$ cat src/rtl/icb_ibuf_loader_pkg.sv
`default_nettype none
// ============================================================================
// Module   : icb_ibuf_loader_pkg
// Brief    : Shared FSM encoding and ICB constants for the input-buffer loader.
// Revision : 1.0 - initial release
// ============================================================================
package icb_ibuf_loader_pkg;

  // Loader FSM states
  typedef enum logic [2:0] {
    ST_IDLE  = 3'd0,
    ST_FETCH = 3'd1,
    ST_CMD   = 3'd2,
    ST_RSP   = 3'd3,
    ST_DONE  = 3'd4
  } state_t;

  // Word 0 of the input buffer in the default memory map
  localparam logic [31:0] c_default_base_addr = 32'h1004_2000;

  // ICB transfer size code for a full 32-bit word
  localparam logic [1:0] c_icb_size_word = 2'b10;

endpackage : icb_ibuf_loader_pkg
`default_nettype wire

$ cat src/rtl/ibuf_addr_gen.sv
`default_nettype none
// ============================================================================
// Module   : ibuf_addr_gen
// Brief    : Word counter and write-address generator for the input buffer.
//            The counter is cleared on a new load and advanced after each
//            successful write; last_slot flags that the current word fills
//            the final buffer location.
// Revision : 1.0 - initial release
// ============================================================================
module ibuf_addr_gen
  import icb_ibuf_loader_pkg::*;
#(
  parameter int            AW        = 32,
  parameter logic [AW-1:0] BASE_ADDR = AW'(c_default_base_addr),
  parameter int            NWORDS    = 16
) (
  input  logic          clk,
  input  logic          rst_n,
  input  logic          clr,
  input  logic          inc,
  output logic [AW-1:0] addr,
  output logic          last_slot
);

  // Wide enough to hold NWORDS itself, so the compare below never aliases
  localparam int CW = $clog2(NWORDS + 1);

  logic [CW-1:0] r_cnt;
  logic [CW-1:0] w_cnt_inc;

  assign w_cnt_inc = r_cnt + CW'(1);

  // Word counter: clear on load request, step after each accepted write
  always_ff @(posedge clk or negedge rst_n) begin
    if (!rst_n) begin
      r_cnt <= '0;
    end else if (clr) begin
      r_cnt <= '0;
    end else if (inc) begin
      r_cnt <= w_cnt_inc;
    end
  end

  // Byte address of the current word; the counter never passes NWORDS-1
  // while a command is presented, so no wrap is possible
  assign addr      = BASE_ADDR + AW'({r_cnt, 2'b00});
  assign last_slot = (w_cnt_inc == CW'(NWORDS));

endmodule : ibuf_addr_gen
`default_nettype wire

$ cat src/rtl/icb_ibuf_loader.sv
`default_nettype none
// ============================================================================
// Module   : icb_ibuf_loader
// Brief    : Streams upstream words into an ICB-attached input buffer, one
//            write outstanding at a time, stopping on s_last, on a full
//            buffer, or on an ICB error response.
//            Build option: ICB_IBUF_LOADER_BYTESWAP_EN byte-reverses each
//            word on the write-data bus (timing unchanged).
// Revision : 1.0 - initial release
// ============================================================================
module icb_ibuf_loader
  import icb_ibuf_loader_pkg::*;
#(
  parameter int            AW        = 32,
  parameter int            DW        = 32,
  parameter logic [AW-1:0] BASE_ADDR = AW'(c_default_base_addr),
  parameter int            NWORDS    = 16
) (
  input  logic            clk,
  input  logic            rst_n,
  input  logic            start,
  output logic            busy,
  output logic            done,
  output logic            err,
  input  logic            s_valid,
  output logic            s_ready,
  input  logic            s_last,
  input  logic [DW-1:0]   s_data,
  output logic            o_icb_cmd_valid,
  input  logic            o_icb_cmd_ready,
  output logic            o_icb_cmd_read,
  output logic [AW-1:0]   o_icb_cmd_addr,
  output logic [DW-1:0]   o_icb_cmd_wdata,
  output logic [DW/8-1:0] o_icb_cmd_wmask,
  output logic [1:0]      o_icb_cmd_size,
  input  logic            o_icb_rsp_valid,
  output logic            o_icb_rsp_ready,
  input  logic            o_icb_rsp_err
);

  state_t          r_state;
  state_t          w_state_nxt;
  logic [DW-1:0]   r_data;
  logic            r_last;
  logic            r_err;
  logic            w_cnt_clr;
  logic            w_cnt_inc;
  logic            w_last_slot;
  logic [DW-1:0]   w_wdata;

  // State register
  always_ff @(posedge clk or negedge rst_n) begin
    if (!rst_n) begin
      r_state <= ST_IDLE;
    end else begin
      r_state <= w_state_nxt;
    end
  end

  // Next-state, counter control and handshake outputs
  always_comb begin
    w_state_nxt     = r_state;
    w_cnt_clr       = 1'b0;
    w_cnt_inc       = 1'b0;
    busy            = 1'b1;
    done            = 1'b0;
    s_ready         = 1'b0;
    o_icb_cmd_valid = 1'b0;
    o_icb_rsp_ready = 1'b0;
    case (r_state)
      ST_IDLE: begin
        busy = 1'b0;
        if (start) begin
          w_cnt_clr   = 1'b1;
          w_state_nxt = ST_FETCH;
        end
      end
      ST_FETCH: begin
        s_ready = 1'b1;
        if (s_valid) w_state_nxt = ST_CMD;
      end
      ST_CMD: begin
        o_icb_cmd_valid = 1'b1;
        if (o_icb_cmd_ready) w_state_nxt = ST_RSP;
      end
      ST_RSP: begin
        o_icb_rsp_ready = 1'b1;
        if (o_icb_rsp_valid) begin
          if (o_icb_rsp_err) begin
            w_state_nxt = ST_DONE;
          end else begin
            w_cnt_inc   = 1'b1;
            w_state_nxt = (r_last || w_last_slot) ? ST_DONE : ST_FETCH;
          end
        end
      end
      ST_DONE: begin
        done        = 1'b1;
        w_state_nxt = ST_IDLE;
      end
      default: begin
        busy        = 1'b0;
        w_state_nxt = ST_IDLE;
      end
    endcase
  end

  // Holding registers keep the word stable while the command waits for ready
  always_ff @(posedge clk or negedge rst_n) begin
    if (!rst_n) begin
      r_data <= '0;
      r_last <= 1'b0;
    end else if ((r_state == ST_FETCH) && s_valid) begin
      r_data <= s_data;
      r_last <= s_last;
    end
  end

  // Sticky error: set by an error response, cleared by the next accepted start
  always_ff @(posedge clk or negedge rst_n) begin
    if (!rst_n) begin
      r_err <= 1'b0;
    end else if ((r_state == ST_IDLE) && start) begin
      r_err <= 1'b0;
    end else if ((r_state == ST_RSP) && o_icb_rsp_valid && o_icb_rsp_err) begin
      r_err <= 1'b1;
    end
  end

  assign err = r_err;

`ifdef ICB_IBUF_LOADER_BYTESWAP_EN
  // Byte-reverse the held word on its way to the bus
  for (genvar gi = 0; gi < DW/8; gi++) begin : g_byteswap
    assign w_wdata[8*gi +: 8] = r_data[DW-8-8*gi +: 8];
  end
`else
  assign w_wdata = r_data;
`endif

  ibuf_addr_gen #(
    .AW        (AW),
    .BASE_ADDR (BASE_ADDR),
    .NWORDS    (NWORDS)
  ) u_addr_gen (
    .clk       (clk),
    .rst_n     (rst_n),
    .clr       (w_cnt_clr),
    .inc       (w_cnt_inc),
    .addr      (o_icb_cmd_addr),
    .last_slot (w_last_slot)
  );

  assign o_icb_cmd_read  = 1'b0;
  assign o_icb_cmd_wdata = w_wdata;
  assign o_icb_cmd_wmask = '1;
  assign o_icb_cmd_size  = c_icb_size_word;

endmodule : icb_ibuf_loader
`default_nettype wire

$ cat config.mk
export PLATFORM = sky130hd
export DESIGN_NAME = icb_ibuf_loader
export DESIGN_NICKNAME = d
export VERILOG_FILES = /design/src/rtl/icb_ibuf_loader_pkg.sv /design/src/rtl/ibuf_addr_gen.sv /design/src/rtl/icb_ibuf_loader.sv
export SDC_FILE = /design/constraint.sdc
export NUM_CORES = 1
export LEC_CHECK = 0
export CORE_AREA = 2 2 83 85
export DETAILED_ROUTE_END_ITERATION = 7
export DIE_AREA = 0 0 85 87
export DONT_BUFFER_PORTS = 1
export REMOVE_ABC_BUFFERS = 1
export SYNTH_ARGS = -nofsm -noshare
export SYNTH_HDL_FRONTEND = slang
export SYNTH_SLANG_ARGS = --single-unit
$ cat constraint.sdc
create_clock -name clk -period 2.25 [get_ports clk]
set_clock_uncertainty 0.2 [all_clocks]
set_input_delay 0.5625 -clock clk [delete_from_list [all_inputs] [get_ports clk]]
set_output_delay 0.5625 -clock clk [all_outputs]
set_load 0.02 [all_outputs]
==> results list <==
* Global route total overflow: 0
- Sorting the synthesized cells by area gives the leading types as dfrtp_1, mux2_4, buf_4.
* Initial DRT Pass Iterations: 2
- The floorplan step set the die width to 85 um.
- For this run, the post-layout net count is 213.
* Type of the setup path with the least slack: flip-flop to primary output
- In the global route stage, overall resource usage came out at 9.749%.
- Detailed-route wire length per cell: 14.16 um
- Site row count: 30
- Synthesis instantiated 33 different standard cells from the library.
* Vias in the first global route: 1,128
* Leading post-synthesis cells by instance count: dfrtp_1, buf_4, mux2_4
* Count of routing violations after the opening detailed-route iteration: 36
- The final critical path takes up 93.29% of the cycle.
- Averaged over all synthesized cells, the footprint is 13.26 um2.
* Die ar.: 7395 um2
* Warnings from Yosys: 0
- In this run the worst path has a maximum fanout of 10.
- Max Clk Rate: 0.4764 GHz
- RSZ-0062 raised after global routing: false
* Reg2Reg Capture Point: o_icb_cmd_wdata[2]
* Switching Fraction: 39.68%
* Relative contribution of sequential cells to total power: 52.4%
* Clock Tree Buf Depth: 2
* First-pass GRT wire length: 5.685 mm
* Most used DFF post-synth: dfrtp_1
* Total of endpoints with negative setup slack in the final report: 0
* Fraction of registers with async set or reset after synthesis: 100.0%
- Summed over all nets, the half-perimeter wirelength after detailed placement is 2.615 mm.
- Count of clock tree sinks: 42
- Count of flip-flops with a built-in enable after synthesis: 0
- Average via count per standard cell: 4.451
* Core outline area: 6569 um2
- At the worst endpoint, the arrival time is 1340 ps.
- Input and output buffers added on the ports amount to 0.
- TritonCTS built the clock tree.
- 117 I/O pins were placed.
- Post-synthesis cell type with the largest combined area: dfrtp_1
- Counting every instance in the synthesized netlist gives 168.
- Shortest period the worst path allows: 2099 ps
* Synth-to-Final Area Change: 2.864%
- The number of clock buffers added by TritonCTS is 5.
- The setup check on the worst reg-to-reg path leaves a slack of 350 ps.
* Post-Route Utilization: 34.90%
- The cell sitting at the root of the clock tree is a clkbuf_8.
- H-tree depth: 2
- Summed over all failing endpoints, the final setup total negative slack is 0 ps.
- Leakage power of the design: 1.080 nW
* Share of total power in the clock network: 16.8%
- Sequential area share after synthesis: 47.16%
- Postcts setup bufs: 0
- Internal Pwr Total: 2.094 mW
* Gpl congestion: 0.7556
- Pin count of the biggest net entering global routing: 43
* Highest ir drop seen on vdd: 0.5791 mV
* Reg-to-reg startpoint: r_state[0]
- Beginning of the critical path: r_state[0]
* Part of the power in combinational logic: 30.8%
* Count of max-cap constraint violations: 0
- The path class of the tightest hold or removal check is input port to flip-flop.
* PwrDens: 1515 nW/um2
- Power comes to 3.472 mW.
- Count of state elements after synthesis: 42
- Outcome: complete, no violations
* R2r worst-path depth: 4
- Crit. End Element: primary output
* Hold slack: 210.6 ps
- Clock slew seen by the registers of the worst setup and hold paths: 80 ps
- The number of antenna violations at the first check in global routing is 0.
* Most numerous cell in the Yosys netlist: dfrtp_1
- Share of cells above drive strength 1: 29.48%
* Height of the chip: 87 um
- Final wirelength: 3.582 mm
- Final hold violation count: 0
* Initial core utilization: 33.92%
- The max-slew violation count was 0.
- Net switching power: 1.378 mW
- Antenna violation net count after detailed routing: 0
* Kind of start point of the critical path: flip-flop
- The top cell type by area accounts for 47.16% of the synthesized area.
- Crit path capture: done
- Detailed-route DRC error count: 0
* Source-to-sink clock delay at the later pin of the worst-skew pair: 280 ps
* Cell area after synthesis: 2228 um2
* CP required: 1490 ps
* # diodes: 0
* Number of vias in the routed layout: 1,126
-- stage by stage --
| step | worst slack (ps) | cells | area (um2) |
|---|---|---|---|
| detailed placement | 344.3 | 243 | 2141 |
| global placement | 377.5 | 243 | 2141 |
| finish | 151.0 | 253 | 2292 |
| floorplan | 325.4 | 159 | 1998 |
| global route | 52.65 | 253 | 2292 |
| CTS | 10.97 | 253 | 2281 |
-- kinds of logic after synthesis --
family,after synthesis,share of synthesized area (%)
XOR/XNOR,3,1.179
AND/OR/NAND/NOR,31,8.984
adder cells (fa/ha/maj),1,0.5614
AO/OA/AOI/OAI,12,3.537
multiplexers,34,22.18
buffers and inverters,43,16.06
other,2,0.3370
flip-flops,42,47.16
-- layer usage --
metal  GRT usage [%]  vias to the layer above  routed length, um
met5               0                        -                  0
met4           3.463                        0                 48
met3           4.550                        6                346
met2           14.63                       68               1716
met1           12.35                      547               1471
li1                -                      505                  -
-- power groups by stage --
stage / Combinational [mW] / Sequential (mW) / Clock, mW
global route: 1.16 / 1.87 / 0.646
detailed placement: 1.05 / 1.82 / 0
finish: 1.07 / 1.82 / 0.584
floorplan: 0.898 / 1.74 / 0
CTS: 1.07 / 1.82 / 0.608
global placement: 1.02 / 1.83 / 0
-- layout make-up --
type / instances / area (um2)
Sequential cell: 42 / 1052
Timing Repair Buffer: 6 / 72.57
Inverter: 2 / 7.507
Clock inverter: 2 / 37.54
Tap cell: 80 / 100.1
Clock buffer: 6 / 72.57
Fill cell: 635 / 4277
Multi-Input combinational cell: 115 / 949.7
-- worst min path at each step --
stage	startpoint	endpoint	slack, ps	cells past startpoint
2_1_floorplan	rst_n	err	70	0
3_3_place_gp	rst_n	r_state[0]	70	0
3_5_place_dp	rst_n	r_state[0]	70	0
4_1_cts	s_data[10]	o_icb_cmd_wdata[10]	200	1
5_1_grt	s_data[10]	o_icb_cmd_wdata[10]	180	1
6_report	s_data[10]	o_icb_cmd_wdata[10]	210	1
-- flip-flops by register name, indices dropped and copies added (netlist names) --
signal            cells
u_addr_gen.r_cnt      5
o_icb_cmd_wdata      32
r_state               3
err                   1
r_last                1
-- cells in the final DEF (no fill, tap or decap), types with 2 or more instances in the layout --
cell	synthesis	routed
a211oi_1	2	2
a21oi_1	3	3
buf_12	3	2
buf_4	35	3
clkbuf_8	0	5
conb_1	2	34
dfrtp_1	42	41
inv_1	2	2
mux2_2	3	3
mux2_4	30	30
nand2_1	9	9
nand3_1	5	5
nor2_1	5	4
nor3b_1	2	2
o21a_1	2	2
o22ai_1	2	2
xnor2_1	3	2
-- what timing repair did --
item | 4_1_cts | 5_1_grt
setup endpoints to repair | 0 | 2
gates resized for setup | 0 | 3
endpoints found under the hold margin | 42 | 0
hold buffers | 2 | 0
-- worst max-delay path: stages, from the launching register on --
cell     delay, ps
dfrtp_1        530
nor2_2         250
and2_1         270
Note: power is estimated with default switching activity, not from simulation.
